### src/rtl/inv_rct_pkg.sv
`default_nettype none
// ============================================================================
//  Module   : inv_rct_pkg
//  Purpose  : Shared types, widths and 8-bit reduction helpers for the
//             two-pixel inverse reversible colour transform.
//  Contents : state_t FSM encoding, internal width constants,
//             sat8()    - saturate a signed 11-bit value to 0..255,
//             reduce8() - 8-bit reduction selected by build option.
//  Options  : INV_RCT_CLAMP_EN - when defined, reduce8() saturates;
//             otherwise it keeps bits [7:0] (wraps).
//  Revision : 1.0 - initial release
// ============================================================================
package inv_rct_pkg;

    localparam int c_pix_w    = 8;   // unsigned luma / RGB component width
    localparam int c_chroma_w = 9;   // two's-complement chroma difference
    localparam int c_sum_w    = 10;  // CB + CR
    localparam int c_int_w    = 11;  // G / R / B intermediate

    typedef enum logic [1:0] {
        IDLE  = 2'd0,
        RUN   = 2'd1,
        DRAIN = 2'd2,
        DONE  = 2'd3
    } state_t;

    function automatic logic [c_pix_w-1:0] sat8(input logic signed [c_int_w-1:0] v);
        if (v < 0) begin
            return 8'd0;
        end else if (v > 11'sd255) begin
            return 8'hFF;
        end else begin
            return v[7:0];
        end
    endfunction

    function automatic logic [c_pix_w-1:0] reduce8(input logic signed [c_int_w-1:0] v);
`ifdef INV_RCT_CLAMP_EN
        return sat8(v);
`else
        // Legal lossless input always lands in 0..255, so the low byte is exact.
        return v[7:0];
`endif
    endfunction

endpackage
`default_nettype wire

### src/rtl/inv_rct_stream_if.sv
`default_nettype none
// ============================================================================
//  Module   : inv_rct_stream_if
//  Purpose  : Stream bundle between the YCbCr pair source, the inverse RCT
//             block and the RGB display model.
//  Signals  : START, IN_VALID, Y0/Y1, CB0/CR0/CB1/CR1   (source -> block)
//             IN_READY, RECON_VALID, DATA_RECON_*, FRAME_DONE, BUSY
//                                                      (block -> sink)
//  Modports : master - the environment driving pairs / observing RGB
//             slave  - the inverse RCT block
//  Revision : 1.0 - initial release
// ============================================================================
interface inv_rct_stream_if;

    logic       START;
    logic       IN_VALID;
    logic       IN_READY;
    logic [7:0] Y0;
    logic [7:0] Y1;
    logic [8:0] CB0;
    logic [8:0] CR0;
    logic [8:0] CB1;
    logic [8:0] CR1;
    logic       RECON_VALID;
    logic [7:0] DATA_RECON_R0;
    logic [7:0] DATA_RECON_G0;
    logic [7:0] DATA_RECON_B0;
    logic [7:0] DATA_RECON_R1;
    logic [7:0] DATA_RECON_G1;
    logic [7:0] DATA_RECON_B1;
    logic       FRAME_DONE;
    logic       BUSY;

    modport master (
        output START, IN_VALID, Y0, Y1, CB0, CR0, CB1, CR1,
        input  IN_READY, RECON_VALID,
        input  DATA_RECON_R0, DATA_RECON_G0, DATA_RECON_B0,
        input  DATA_RECON_R1, DATA_RECON_G1, DATA_RECON_B1,
        input  FRAME_DONE, BUSY
    );

    modport slave (
        input  START, IN_VALID, Y0, Y1, CB0, CR0, CB1, CR1,
        output IN_READY, RECON_VALID,
        output DATA_RECON_R0, DATA_RECON_G0, DATA_RECON_B0,
        output DATA_RECON_R1, DATA_RECON_G1, DATA_RECON_B1,
        output FRAME_DONE, BUSY
    );

endinterface
`default_nettype wire

### src/rtl/inv_rct_pixel.sv
`default_nettype none
// ============================================================================
//  Module   : inv_rct_pixel
//  Purpose  : One-pixel inverse RCT, two register stages.
//             Stage 1: G = Y - floor((CB + CR) / 4), registers G, CB, CR.
//             Stage 2: R = CR + G, B = CB + G, 8-bit reduction, output regs.
//  Ports    : clk, rst        - clock, synchronous active-high reset
//             in_valid        - pixel accepted this cycle
//             y, cb, cr       - luma (unsigned 8), chroma (two's comp. 9)
//             out_valid       - r/g/b valid this cycle
//             r, g, b         - reconstructed 8-bit components (held when
//                               out_valid is low)
//  Options  : INV_RCT_CLAMP_EN - saturate instead of wrap (see inv_rct_pkg)
//  Revision : 1.0 - initial release
// ============================================================================
module inv_rct_pixel
    import inv_rct_pkg::*;
(
    input  wire logic                  clk,
    input  wire logic                  rst,
    input  wire logic                  in_valid,
    input  wire logic [c_pix_w-1:0]    y,
    input  wire logic [c_chroma_w-1:0] cb,
    input  wire logic [c_chroma_w-1:0] cr,
    output      logic                  out_valid,
    output      logic [c_pix_w-1:0]    r,
    output      logic [c_pix_w-1:0]    g,
    output      logic [c_pix_w-1:0]    b
);

    logic signed [c_sum_w-1:0]    w_sum;
    logic signed [c_int_w-1:0]    w_g;
    logic signed [c_int_w-1:0]    w_r;
    logic signed [c_int_w-1:0]    w_b;

    logic                         r_v1;
    logic signed [c_int_w-1:0]    r_g1;
    logic signed [c_chroma_w-1:0] r_cb1;
    logic signed [c_chroma_w-1:0] r_cr1;

    // Arithmetic shift of the signed sum gives floor division for negatives.
    assign w_sum = c_sum_w'($signed(cb)) + c_sum_w'($signed(cr));
    assign w_g   = $signed({3'b000, y}) - c_int_w'(w_sum >>> 2);

    always_ff @(posedge clk) begin
        if (rst) begin
            r_v1  <= 1'b0;
            r_g1  <= '0;
            r_cb1 <= '0;
            r_cr1 <= '0;
        end else begin
            r_v1 <= in_valid;
            if (in_valid) begin
                r_g1  <= w_g;
                r_cb1 <= $signed(cb);
                r_cr1 <= $signed(cr);
            end
        end
    end

    assign w_r = r_g1 + c_int_w'(r_cr1);
    assign w_b = r_g1 + c_int_w'(r_cb1);

    always_ff @(posedge clk) begin
        if (rst) begin
            out_valid <= 1'b0;
            r         <= '0;
            g         <= '0;
            b         <= '0;
        end else begin
            out_valid <= r_v1;
            if (r_v1) begin
                r <= reduce8(w_r);
                g <= reduce8(r_g1);
                b <= reduce8(w_b);
            end
        end
    end

endmodule
`default_nettype wire

### src/rtl/inv_rct_stream.sv
`default_nettype none
// ============================================================================
//  Module   : inv_rct_stream
//  Purpose  : Two-pixel-per-cycle inverse RCT stream stage. Paces Y/Cb/Cr
//             pairs with IN_READY, counts pairs per frame, converts them to
//             RGB with a fixed 2-cycle latency and pulses FRAME_DONE.
//  Params   : WIDTH  - pixels per line (even)
//             HEIGHT - lines per frame
//  Ports    : HCLK   - clock, rising edge
//             HRESET - synchronous active-high reset (aborts a frame)
//             bus    - inv_rct_stream_if.slave: START, IN_VALID/IN_READY,
//                      Y0/Y1/CB0/CR0/CB1/CR1 in; RECON_VALID,
//                      DATA_RECON_{R,G,B}{0,1}, FRAME_DONE, BUSY out
//  Options  : INV_RCT_CLAMP_EN - saturate RGB to 0..255 instead of wrapping
//  Revision : 1.0 - initial release
// ============================================================================
module inv_rct_stream
    import inv_rct_pkg::*;
#(
    parameter int WIDTH  = 768,
    parameter int HEIGHT = 512
) (
    input  wire logic         HCLK,
    input  wire logic         HRESET,
    inv_rct_stream_if.slave   bus
);

    localparam int c_pairs = WIDTH * HEIGHT / 2;
    localparam int c_cnt_w = (c_pairs > 1) ? $clog2(c_pairs) : 1;
    localparam logic [c_cnt_w-1:0] c_last_idx = c_cnt_w'(c_pairs - 1);

    state_t               r_state;
    state_t               w_state_nxt;
    logic [c_cnt_w-1:0]   r_cnt;
    logic                 r_frame_done;
    logic                 w_ready;
    logic                 w_accept;
    logic                 w_last;
    logic                 w_v0;
    logic                 w_v1;

    // Ready comes from the state register only, never from IN_VALID.
    assign w_ready  = (r_state == RUN);
    assign w_accept = bus.IN_VALID & w_ready;
    assign w_last   = w_accept & (r_cnt == c_last_idx);

    always_ff @(posedge HCLK) begin
        if (HRESET) begin
            r_state <= IDLE;
        end else begin
            r_state <= w_state_nxt;
        end
    end

    always_comb begin
        w_state_nxt = r_state;
        case (r_state)
            IDLE:    if (bus.START) w_state_nxt = RUN;
            RUN:     if (w_last)    w_state_nxt = DRAIN;
            DRAIN:   w_state_nxt = DONE;
            DONE:    w_state_nxt = IDLE;
            default: w_state_nxt = IDLE;
        endcase
    end

    always_ff @(posedge HCLK) begin
        if (HRESET) begin
            r_cnt <= '0;
        end else if (r_state == DONE) begin
            r_cnt <= '0;
        end else if (w_accept) begin
            r_cnt <= w_last ? '0 : r_cnt + c_cnt_w'(1);
        end
    end

    // FRAME_DONE is registered off DONE, so it lands the cycle after the
    // last RGB pair while the FSM is already back in IDLE.
    always_ff @(posedge HCLK) begin
        if (HRESET) begin
            r_frame_done <= 1'b0;
        end else begin
            r_frame_done <= (r_state == DONE);
        end
    end

    inv_rct_pixel u_pix0 (
        .clk       (HCLK),
        .rst       (HRESET),
        .in_valid  (w_accept),
        .y         (bus.Y0),
        .cb        (bus.CB0),
        .cr        (bus.CR0),
        .out_valid (w_v0),
        .r         (bus.DATA_RECON_R0),
        .g         (bus.DATA_RECON_G0),
        .b         (bus.DATA_RECON_B0)
    );

    inv_rct_pixel u_pix1 (
        .clk       (HCLK),
        .rst       (HRESET),
        .in_valid  (w_accept),
        .y         (bus.Y1),
        .cb        (bus.CB1),
        .cr        (bus.CR1),
        .out_valid (w_v1),
        .r         (bus.DATA_RECON_R1),
        .g         (bus.DATA_RECON_G1),
        .b         (bus.DATA_RECON_B1)
    );

    assign bus.IN_READY    = w_ready;
    assign bus.RECON_VALID = w_v0 & w_v1;
    assign bus.FRAME_DONE  = r_frame_done;
    // BUSY stays up through the FRAME_DONE cycle so a frame is not reported
    // idle before its completion pulse has been seen.
    assign bus.BUSY        = (r_state != IDLE) | r_frame_done;

endmodule
`default_nettype wire

### src/flat_wrapper.sv
// flat-port wrapper written by rule: the top's interface ports become plain ports
module inv_rct_stream_flat import inv_rct_pkg::*;
#(
    parameter int WIDTH  = 768,
    parameter int HEIGHT = 512
)
  (HCLK, HRESET, bus_START, bus_IN_VALID, bus_Y0, bus_Y1, bus_CB0, bus_CR0, bus_CB1, bus_CR1, bus_IN_READY, bus_RECON_VALID, bus_DATA_RECON_R0, bus_DATA_RECON_G0, bus_DATA_RECON_B0, bus_DATA_RECON_R1, bus_DATA_RECON_G1, bus_DATA_RECON_B1, bus_FRAME_DONE, bus_BUSY);
  inv_rct_stream_if bus_i ();
  input  wire logic HCLK;
  input  wire logic HRESET;
  input wire logic [$bits(bus_i.START)-1:0] bus_START;
  input wire logic [$bits(bus_i.IN_VALID)-1:0] bus_IN_VALID;
  input wire logic [$bits(bus_i.Y0)-1:0] bus_Y0;
  input wire logic [$bits(bus_i.Y1)-1:0] bus_Y1;
  input wire logic [$bits(bus_i.CB0)-1:0] bus_CB0;
  input wire logic [$bits(bus_i.CR0)-1:0] bus_CR0;
  input wire logic [$bits(bus_i.CB1)-1:0] bus_CB1;
  input wire logic [$bits(bus_i.CR1)-1:0] bus_CR1;
  output wire logic [$bits(bus_i.IN_READY)-1:0] bus_IN_READY;
  output wire logic [$bits(bus_i.RECON_VALID)-1:0] bus_RECON_VALID;
  output wire logic [$bits(bus_i.DATA_RECON_R0)-1:0] bus_DATA_RECON_R0;
  output wire logic [$bits(bus_i.DATA_RECON_G0)-1:0] bus_DATA_RECON_G0;
  output wire logic [$bits(bus_i.DATA_RECON_B0)-1:0] bus_DATA_RECON_B0;
  output wire logic [$bits(bus_i.DATA_RECON_R1)-1:0] bus_DATA_RECON_R1;
  output wire logic [$bits(bus_i.DATA_RECON_G1)-1:0] bus_DATA_RECON_G1;
  output wire logic [$bits(bus_i.DATA_RECON_B1)-1:0] bus_DATA_RECON_B1;
  output wire logic [$bits(bus_i.FRAME_DONE)-1:0] bus_FRAME_DONE;
  output wire logic [$bits(bus_i.BUSY)-1:0] bus_BUSY;
  assign bus_i.START = bus_START;
  assign bus_i.IN_VALID = bus_IN_VALID;
  assign bus_i.Y0 = bus_Y0;
  assign bus_i.Y1 = bus_Y1;
  assign bus_i.CB0 = bus_CB0;
  assign bus_i.CR0 = bus_CR0;
  assign bus_i.CB1 = bus_CB1;
  assign bus_i.CR1 = bus_CR1;
  assign bus_IN_READY = bus_i.IN_READY;
  assign bus_RECON_VALID = bus_i.RECON_VALID;
  assign bus_DATA_RECON_R0 = bus_i.DATA_RECON_R0;
  assign bus_DATA_RECON_G0 = bus_i.DATA_RECON_G0;
  assign bus_DATA_RECON_B0 = bus_i.DATA_RECON_B0;
  assign bus_DATA_RECON_R1 = bus_i.DATA_RECON_R1;
  assign bus_DATA_RECON_G1 = bus_i.DATA_RECON_G1;
  assign bus_DATA_RECON_B1 = bus_i.DATA_RECON_B1;
  assign bus_FRAME_DONE = bus_i.FRAME_DONE;
  assign bus_BUSY = bus_i.BUSY;
  inv_rct_stream #(.WIDTH(WIDTH), .HEIGHT(HEIGHT)) u_core (.HCLK(HCLK), .HRESET(HRESET), .bus(bus_i));
endmodule
### config.mk
export PLATFORM = sky130hd
export DESIGN_NAME = inv_rct_stream_flat
export DESIGN_NICKNAME = d
export VERILOG_FILES = /design/src/rtl/inv_rct_pkg.sv /design/src/rtl/inv_rct_stream_if.sv /design/src/rtl/inv_rct_pixel.sv /design/src/rtl/inv_rct_stream.sv /design/src/flat_wrapper.sv
export SDC_FILE = /design/constraint.sdc
export NUM_CORES = 1
export LEC_CHECK = 0
export ABC_AREA = 1
export CAP_MARGIN = 25
export CELL_PAD_IN_SITES_DETAIL_PLACEMENT = 1
export CELL_PAD_IN_SITES_GLOBAL_PLACEMENT = 1
export CORE_MARGIN = 2
export CORE_UTILIZATION = 40
export DETAILED_ROUTE_END_ITERATION = 12
export PLACE_DENSITY_LB_ADDON = 0.1
export SLEW_MARGIN = 0
export SYNTH_ARGS = -nofsm -noshare
export SYNTH_HDL_FRONTEND = slang
export SYNTH_SLANG_ARGS = --single-unit
### constraint.sdc
create_clock -name HCLK -period 3.6 [get_ports HCLK]
set_clock_uncertainty 0.05 [all_clocks]
set_input_delay 0.72 -clock HCLK [delete_from_list [all_inputs] [get_ports HCLK]]
set_output_delay 0.72 -clock HCLK [all_outputs]
set_load 0.1 [all_outputs]
==> qor.txt <==
Status -> completed
Sequential share of the synthesized area -> 33.8%
CTS Buffer Depth -> 2
Min Tclk post-route -> 3120 ps
DIE HEIGHT -> 137 um
Req. time, crit path -> 3860 ps
PostCTS Resize Cnt -> 0
Part of the cycle the worst path needs -> 86.8%
Most frequent cell after synthesis -> nor2_1
Final WL -> 20,600 um
CP cell instances -> clkdlybuf4s50_1, ha_1, nand2_1, nand2_1, o21bai_1, nand2_1, nand2_1, a21oi_1, xor2_1, ha_1, a21oi_1, o211ai_1, xor2_1, o21ai_0, inv_1
Crit path max-delay family -> compound AO/OA/AOI/OAI gates
Clk root buf -> clkbuf_16
Type of origin of the critical path -> primary input
Antenna viol nets, final -> 0
Slew Viols, Final -> 0
FF+latch count, synth -> 119
ANT cells -> 0
Final Cell Area -> 0.00899 mm2
# hold bufs at CTS -> 0
Minimum hold slack -> 439 ps
Synth area leader -> dfxtp_1
IO buf count -> 107
Gr ovfl total -> 0
Worst EP arrival -> 3380 ps
1st-pass router iterations -> 4
EDFF count, synth -> 0
Reg-to-reg slack, setup -> 1370 ps
Endpoints failing setup -> 0
Area growth syn-to-layout -> 27.5%
DR WL/cell -> 15.7 um
Levels on crit path -> 15
Vias in the first global route -> 6,565
CP max stage cell -> clkdlybuf4s50_1
Post-CTS setup buffers -> 0
Total power draw -> 5810 uW
Initial antenna violation count -> 0
Reg clk slew, reported paths -> 50 ps
Pwr Density -> 646 mW/mm2
Setup TNS Final -> 0 ps
Critical Path Sink Type -> register
Max Freq -> 0.320 GHz
Worst hold endpoint -> u_core.u_pix1.r_cb1[5]
Worst R2R End -> u_core.r_cnt[2]
CTS tree -> built
Synth async-reset ratio -> 0%
Num Clock Sinks -> 119
Yosys top cell area share -> 33.8%
Area contributors post-synth -> dfxtp_1, ha_1, nor2_1
Post-synth cell types -> 39
Worst skew pair latency -> 420 ps
Pleak -> 0.00441 uW
Placed cell area -> 0.00834 mm2
Core Box Area -> 0.0172 mm2
Worst path bufs/invs -> 2
Reg2Reg Depth -> 7
Total die area -> 0.0187 mm2
Routed length on met3 -> 687 um
FILL cells -> 2,162
Cell mode on critical path -> nand2_1
Slew @ Worst Pin -> 983 ps
DRC violations left -> 0
Hold Path Class -> reg -> reg
WL met2 -> 9210 um
FP Rows -> 48
Detail-routed via count per cell -> 5.01
Syn Inst Count -> 972
Largest net degree at the start of global routing -> 62
All-Layer GR Usage -> 23.1%
Critical hold path startpoint -> u_core.u_pix1.r_cb1[5]
DR vias -> 6,603
Ys flop type -> dfxtp_1
Nets -> 1,205
Max Used Layer -> met4
Number of synthesis warnings -> 0
Slew HR -> 34.3%
Post-synth top cells -> nor2_1, nand2_1, dfxtp_1
Die Span X -> 137 um
Initial core utilization -> 40.9%
Io pins -> 108
Htree depth -> 4
Largest stage delay on the critical path -> 430 ps
FF-to-FF Start -> u_core.r_state[1]
First-pass GRT wire length -> 33,600 um
Share of layout cells above drive strength 1 -> 6.78%
Number of CTS-inserted buffers -> 17
Drt initial violations -> 242
Synthesized area -> 0.00705 mm2
Final Hold Viols -> 0
Syn avg cell area -> 7.25 um2
CP max FO -> 4
Peak VDD IR -> 462 uV
Max-cap viol count -> 0
Wl on met1 -> 10,500 um
Critical setup path kind -> in -> reg
RSZ-0062 raised after global routing -> no
Post-DP HPWL -> 15,800 um
Worst hold stages -> 2
Syn_nets -> 1,098
Global placer's final weighted congestion -> 0.885
==> power by group <==
group          internal, uW  total (uW)  switching (uW)
Clock                  1180        1770             594
Combinational           716        2350            1630
Sequential             1530        1690             162
Total                  3420        5810            2390
==> state kept, by name, indices dropped and copies added (netlist names) <==
name                     flops
u_core.u_pix0.r              8
u_core.r_cnt                18
u_core.u_pix1.r_g1           8
u_core.u_pix0.r_cr1          8
u_core.u_pix1.b              8
u_core.u_pix1.r_cb1          8
u_core.u_pix0.r_g1           8
u_core.u_pix1.g              8
u_core.u_pix0.r_v1           1
u_core.u_pix1.r_cr1          8
u_core.u_pix1.r              8
u_core.u_pix0.b              8
u_core.u_pix0.g              8
u_core.r_state               2
u_core.u_pix0.out_valid      1
u_core.u_pix0.r_cb1          8
u_core.bus.FRAME_DONE        1
==> area by class of cell <==
class                           instances  area (um2)  area share, %
Sequential cell                       119        2380           26.5
Timing Repair Buffer                  119        1170           13.0
Inverter                              118         443           4.93
Clock buffer                           24         502           5.58
Multi-Input combinational cell        704        4100           45.5
Clock inverter                          8         118           1.31
Tap cell                              225         282           3.13
==> metrics by stage <==
step	instances	setup WS [ps]	utilization [%]
after floorplan	972	750	-
after global placement	1284	177	48.4
after detailed placement	1284	55.5	48.4
after CTS	1316	488	52.0
after global routing	1317	217	52.2
final	1317	477	52.2
==> kinds of logic after synthesis <==
logic type      synth area share, %
simple gates                   24.8
compound gates                 13.4
buf+inv                        8.11
flops                          33.8
fa+ha+maj                      13.1
xor+xnor                       6.83
==> placed cells by master (no fill, tap or decap), drive strengths merged <==
cell / instances
o21bai: 3
xnor2: 25
a31oi: 7
o211ai: 1
nand3b: 1
nor2: 195
a21oi: 57
fa: 6
a21o: 4
inv: 117
or2: 1
xor2: 30
bufinv: 3
a211oi: 3
o21ai: 102
nand2: 132
nand4: 18
clkbuf: 24
buf: 17
o21a: 1
nand3: 48
clkinv: 5
ha: 64
nor3: 5
clkdlybuf4s50: 102
dfxtp: 119
o31ai: 1
clkinvlp: 1
==> worst register-to-register path, stage by stage (launching register included) <==
cell      delay [ps]
dfxtp_1          340
inv_1            100
ha_1             250
nand2_2          350
inv_2            240
buf_4            460
nand2_1          110
a211oi_1         240
==> worst max path at each step <==
stage,endpoint,from
finish,u_core.u_pix1.r_g1[5],bus_CR1[2]
global route,u_core.u_pix1.r_g1[5],bus_CR1[2]
CTS,u_core.u_pix0.r_g1[5],bus_CR0[2]
detailed placement,u_core.u_pix1.r_g1[5],bus_CR1[2]
global placement,u_core.u_pix1.r_g1[7],bus_CR1[2]
floorplan,u_core.u_pix1.r_g1[5],bus_CR1[2]
==> per-layer routing <==
metal | GRT usage (%) | up-vias
met1 | 32.8 | 3103
met2 | 36.3 | 113
li1 | - | 3372
met5 | 0 | -
met3 | 4.30 | 15
met4 | 5.56 | 0
(Power assumes the default switching activity.)
